[config.mk]
export PLATFORM = sky130hd
export DESIGN_NAME = halflife_sequencer
export DESIGN_NICKNAME = d
export VERILOG_FILES = /design/src/rtl/halflife_pkg.sv /design/src/rtl/halflife_period_timer.sv /design/src/rtl/halflife_sequencer.sv
export SDC_FILE = /design/constraint.sdc
export NUM_CORES = 1
export LEC_CHECK = 0
export ABC_CLOCK_PERIOD_IN_PS = 3100
export CORE_AREA = 2 2 77 79
export DETAILED_ROUTE_END_ITERATION = 12
export DIE_AREA = 0 0 79 81
export DONT_BUFFER_PORTS = 1
export PLACE_DENSITY = 0.47
export SLEW_MARGIN = 20
export SYNTH_ARGS = -nofsm -noshare
export SYNTH_HDL_FRONTEND = slang
export SYNTH_HIERARCHICAL = 1
export SYNTH_SLANG_ARGS = --single-unit
[constraint.sdc]
create_clock -name clk -period 3.1 [get_ports clk]
set_clock_uncertainty 0.05 [all_clocks]
set_input_delay 0.465 -clock clk [delete_from_list [all_inputs] [get_ports clk]]
set_output_delay 0.465 -clock clk [all_outputs]
set_load 0.005 [all_outputs]
[src/rtl/halflife_pkg.sv]
// Shared types and default widths for the half-life decay sequencer.
package halflife_pkg;

    localparam int W_DEF  = 4;
    localparam int PW_DEF = 4;

    typedef enum logic [2:0] {
        S_IDLE  = 3'd0,
        S_LOAD  = 3'd1,
        S_WAIT  = 3'd2,
        S_DECAY = 3'd3,
        S_DONE  = 3'd4
    } state_e;

endpackage

[src/rtl/halflife_period_timer.sv]
// Counts ticks against a latched half-period and flags the expiring tick.
module halflife_period_timer #(
    parameter int PW = halflife_pkg::PW_DEF
) (
    input  logic          clk,
    input  logic          reset,
    input  logic          clear,
    input  logic          load,
    input  logic          enable,
    input  logic [PW-1:0] period,
    output logic          expire
);

    logic [PW-1:0] cnt_q, cnt_d;
    logic [PW-1:0] latch_q, latch_d;

    always_comb begin
        expire  = enable && (cnt_q == latch_q - PW'(1));
        cnt_d   = cnt_q;
        latch_d = latch_q;
        if (clear) begin
            cnt_d   = '0;
            latch_d = '0;
        end else if (load) begin
            cnt_d   = '0;
            // A zero period would never expire; run it as one tick.
            latch_d = (period == '0) ? PW'(1) : period;
        end else if (enable) begin
            cnt_d = expire ? '0 : cnt_q + PW'(1);
        end
    end

    always_ff @(posedge clk or posedge reset) begin
        if (reset) begin
            cnt_q   <= '0;
            latch_q <= '0;
        end else begin
            cnt_q   <= cnt_d;
            latch_q <= latch_d;
        end
    end

endmodule

[src/rtl/halflife_sequencer.sv]
// Half-life decay sequencer driving an external up/down counter.
// HL_AUTO_RESTART_EN: DONE lasts one cycle, then reloads automatically.
module halflife_sequencer #(
    parameter int W  = halflife_pkg::W_DEF,
    parameter int PW = halflife_pkg::PW_DEF
) (
    input  logic          clk,
    input  logic          reset,
    input  logic          start,
    input  logic          abort,
    input  logic          tick,
    input  logic [W-1:0]  n0,
    input  logic [PW-1:0] half_period,
    output logic          cnt_load,
    output logic [W-1:0]  cnt_in,
    output logic          cnt_down,
    output logic          cnt_up,
    output logic          busy,
    output logic          done,
    output logic [3:0]    halvings
);

    import halflife_pkg::*;

    state_e       state_q, state_d;
    logic [W-1:0] q_q, q_d;
    logic [W-1:0] pend_q, pend_d;
    logic [3:0]   halv_q, halv_d;
    logic         expire;

    halflife_period_timer #(.PW(PW)) u_timer (
        .clk    (clk),
        .reset  (reset),
        .clear  (abort),
        .load   (state_q == S_LOAD),
        .enable (state_q == S_WAIT && tick),
        .period (half_period),
        .expire (expire)
    );

    always_comb begin
        state_d = state_q;
        q_d     = q_q;
        pend_d  = pend_q;
        halv_d  = halv_q;
        if (abort) begin
            state_d = S_IDLE;
            q_d     = '0;
            pend_d  = '0;
            halv_d  = '0;
        end else begin
            case (state_q)
                S_IDLE: begin
                    if (start) state_d = S_LOAD;
                end
                S_LOAD: begin
                    q_d     = n0;
                    pend_d  = '0;
                    halv_d  = '0;
                    state_d = (n0 != '0) ? S_WAIT : S_DONE;
                end
                S_WAIT: begin
                    if (expire) begin
                        // Decay the larger half so a lone unit still decays.
                        pend_d  = q_q - (q_q >> 1);
                        halv_d  = (halv_q == 4'hF) ? halv_q : halv_q + 4'd1;
                        state_d = S_DECAY;
                    end
                end
                S_DECAY: begin
                    q_d    = q_q - W'(1);
                    pend_d = pend_q - W'(1);
                    if (pend_q == W'(1))
                        state_d = (q_q == W'(1)) ? S_DONE : S_WAIT;
                end
                S_DONE: begin
`ifdef HL_AUTO_RESTART_EN
                    state_d = S_LOAD;
`else
                    if (start) state_d = S_LOAD;
`endif
                end
                default: state_d = S_IDLE;
            endcase
        end
    end

    always_ff @(posedge clk or posedge reset) begin
        if (reset) begin
            state_q <= S_IDLE;
            q_q     <= '0;
            pend_q  <= '0;
            halv_q  <= '0;
        end else begin
            state_q <= state_d;
            q_q     <= q_d;
            pend_q  <= pend_d;
            halv_q  <= halv_d;
        end
    end

    assign cnt_load = (state_q == S_LOAD);
    assign cnt_in   = cnt_load ? n0 : '0;
    assign cnt_down = (state_q == S_DECAY);
    assign cnt_up   = 1'b0;
    assign busy     = (state_q == S_LOAD) || (state_q == S_WAIT) ||
                      (state_q == S_DECAY);
    assign done     = (state_q == S_DONE);
    assign halvings = halv_q;

endmodule

==> flow_metrics.py <==
metrics = {
    "run_status": {
        "outcome": "completed",
    },
    "logic_synthesis": {
        "synth_area_leaders": "dfrtp_1 33%, ha_1 9.4%, nor2_1 5.0%",
        "synthArstFlopShare_pct": 100,
        "ys.flop_type": "dfrtp_1",
        "yosys_register_bits": 23,
        "ys_warn_count": 6,
        "synth_top_area_share_pct": 33.2,
        "synth_area_leader_cell": "dfrtp_1",
        "synthCells": 193,
        "synth_enable_flop_cells": 0,
        "netlist_area_um2": 1730,
        "ys_seq_area_share_pct": 33.2,
        "yosys.cell_types.count": 51,
        "syn_nets": 220,
        "syn_area_per_cell_um2": 8.97,
    },
    "layout": {
        "syn_to_final_growth_pct": 6.21,
        "fillerInstances": 630,
        "finish.instance_area_um2": 1840,
        "final_cell_mix": "23 x nor2_1, 23 x dfrtp_1, 15 x inv_1",
        "stdcell_count": 267,
        "fin_util_pct": 32.4,
        "final_nets": 220,
        "diodes": 0,
        "drive_above_1_share_pct": 9.38,
    },
    "cts": {
        "clockBufferDepth": 2,
        "clkSinkCount": 23,
        "cts_tree": "yes",
        "cts-resized-gates": 0,
        "clk-insertion-delay-late_ns": 0.27,
        "cts_made_buffers": 3,
        "root_buffer": "clkbuf_8",
        "clk_pin_slew_worst_paths_ns": 0.09,
        "cts_hold_buf": 1,
        "post_cts_buffers": 0,
        "htreeDepth": 1,
    },
    "drt": {
        "wirelength_um": 4020,
        "drt_iter0_markers": 37,
        "viasPerCell": 4.99,
        "wire_per_inst_um": 15.1,
        "final_antenna_net_count": 0,
        "dr.pass1.iters": 4,
        "drc": 0,
        "num_vias": 1333,
    },
    "power_and_ir_drop": {
        "p_leak_nw": 0.777,
        "vdd_drop_max_mv": 0.167,
        "power_density_nw_per_um2": 534,
    },
    "floorplanning": {
        "die_h_um": 81,
        "fp-row-count": 28,
        "coreArea_um2": 5680,
        "dieArea_um2": 6400,
        "ioPinCount": 26,
        "die_x_um": 79,
        "initial_utilization_pct": 30.5,
    },
    "worst_setup_path": {
        "arrival_ns": 1.78,
        "critPathBufInv": 0,
        "path_cells": "nand2b_2 -> nor2_1",
        "cp.required_ns": 2.58,
        "crit_family": "simple AND/OR/NAND/NOR gates",
        "cpPeakStageDelay_ns": 0.59,
        "crit_path_end_kind": "primary output",
        "cp_max_fo": 13,
        "path_class": "register to primary output",
        "slowest_stage": "nor2_1",
        "startpoint_type": "register",
    },
    "timing": {
        "max-slew-margin-rel_pct": 51.2,
        "finalHoldViolations": 0,
        "period_share_pct": 73.9,
        "setup-tns-final_ns": 0,
        "layout_min_cycle_time_ns": 2.29,
        "tightestPinTransition_ns": 0.730,
        "rsz0062_at_grt": "no",
        "fmaxAchievable_mhz": 437,
        "finalSetupViolations": 0,
        "report.final.slew_viol_count": 0,
    },
    "global_route": {
        "grtUsageTotal_pct": 13.8,
        "grt_max_degree": 24,
        "antenna_found_initial": 0,
        "grt_pass1_vias": 1346,
        "grt-ovfl-total": 0,
        "grt_pass1_wl_um": 6840,
    },
    "place": {
        "numPortBuffers": 0,
        "placed_cell_area_um2": 1780,
        "dp_cells": 262,
        "gp_congestion": 0.762,
        "hpwlAfterDp_um": 2960,
    },
    "flow_run": {
        "max_cap_violations": 0,
    },
    "worst_hold_path": {
        "hold_class": "primary input to async pin",
    },
}
## path summary, 6_finish.rpt
kind | from | end | slack, ns | cells past startpoint
worst max-delay path | state_q[2] | cnt_load | 0.81 | 2
worst min-delay path | reset | state_q[1] | 0.11 | 1
worst max register to register | state_q[2] | state_q[1] | 0.87 | 9
worst min register to register | pend_q[3] | pend_q[3] | 0.47 | 1
max in group asynchronous | reset | u_timer/cnt_q[2] | 2.23 | 2
min in group clk | abort | state_q[0] | 0.20 | 1
## power breakdown
part / switching [mW] / total (mW) / internal [mW] / leakage, nW
sequential: 0.0349 / 0.369 / 0.334 / 0.312
combinational: 0.251 / 0.418 / 0.167 / 0.442
clock: 0.104 / 0.196 / 0.0919 / 0.0228
## cell type report
class / count / area, µm² / share of cell area [%]
Timing Repair Buffer: 4 / 32.5 / 1.77
Clock buffer: 4 / 45.0 / 2.45
Sequential cell: 23 / 576 / 31.3
Tap cell: 75 / 93.8 / 5.10
Multi-Input combinational cell: 144 / 1030 / 55.9
Inverter: 17 / 63.8 / 3.47
## per-layer routing
metal / track usage [%] / vias up / wire length [µm]
met3: 3.22 / 2 / 177
met5: 0 / - / 0
met4: 4.14 / 0 / 29
met1: 18.5 / 639 / 1970
met2: 22.1 / 18 / 1850
li1: - / 674 / -
## logic make-up (layout without fill, tap and decap cells)
family / Yosys count / count (layout) / share of synthesized area, %
and+or+nand+nor: 71 / 71 / 23.2
AOI/OAI and AO/OA: 45 / 45 / 18.6
buffers and inverters: 26 / 25 / 7.37
DFF: 23 / 23 / 33.2
adders and majority gates: 14 / 14 / 10.5
xor gates and xnor gates: 9 / 9 / 4.55
muxes: 4 / 4 / 2.31
other: 1 / 1 / 0.217
## synth_stat cells (2+ instances only)
cell type / n
ha_1: 13
xnor2_1: 5
nand3_1: 4
xor2_1: 4
nand3b_1: 2
buf_6: 2
o41ai_1: 2
clkbuf_1: 3
o31ai_1: 5
nor3_2: 2
buf_4: 4
o21ai_1: 4
inv_1: 15
nand2_1: 14
a22oi_1: 3
o21ai_0: 5
and3_1: 6
a211oi_1: 5
nor2_1: 23
inv_2: 2
nor4_1: 2
a21oi_1: 9
nor3_1: 6
dfrtp_1: 23
mux2i_1: 4
## sequential cells by signal, summed over array words and instances (netlist names)
name / count
state_q: 3
u_timer/cnt_q: 4
halvings: 4
q_q: 4
u_timer/latch_q: 4
pend_q: 4
## through the flow
stage	power, mW	hold slack, ns	setup slack (ns)
after detailed placement	0.798	0.286	0.854
final	0.982	0.111	0.810
after global placement	0.801	0.280	0.856
after floorplan	0.719	0.231	0.824
after CTS	0.997	0.142	0.792
after global routing	1.08	0.159	0.624
Power figures use the tool's default switching activity.
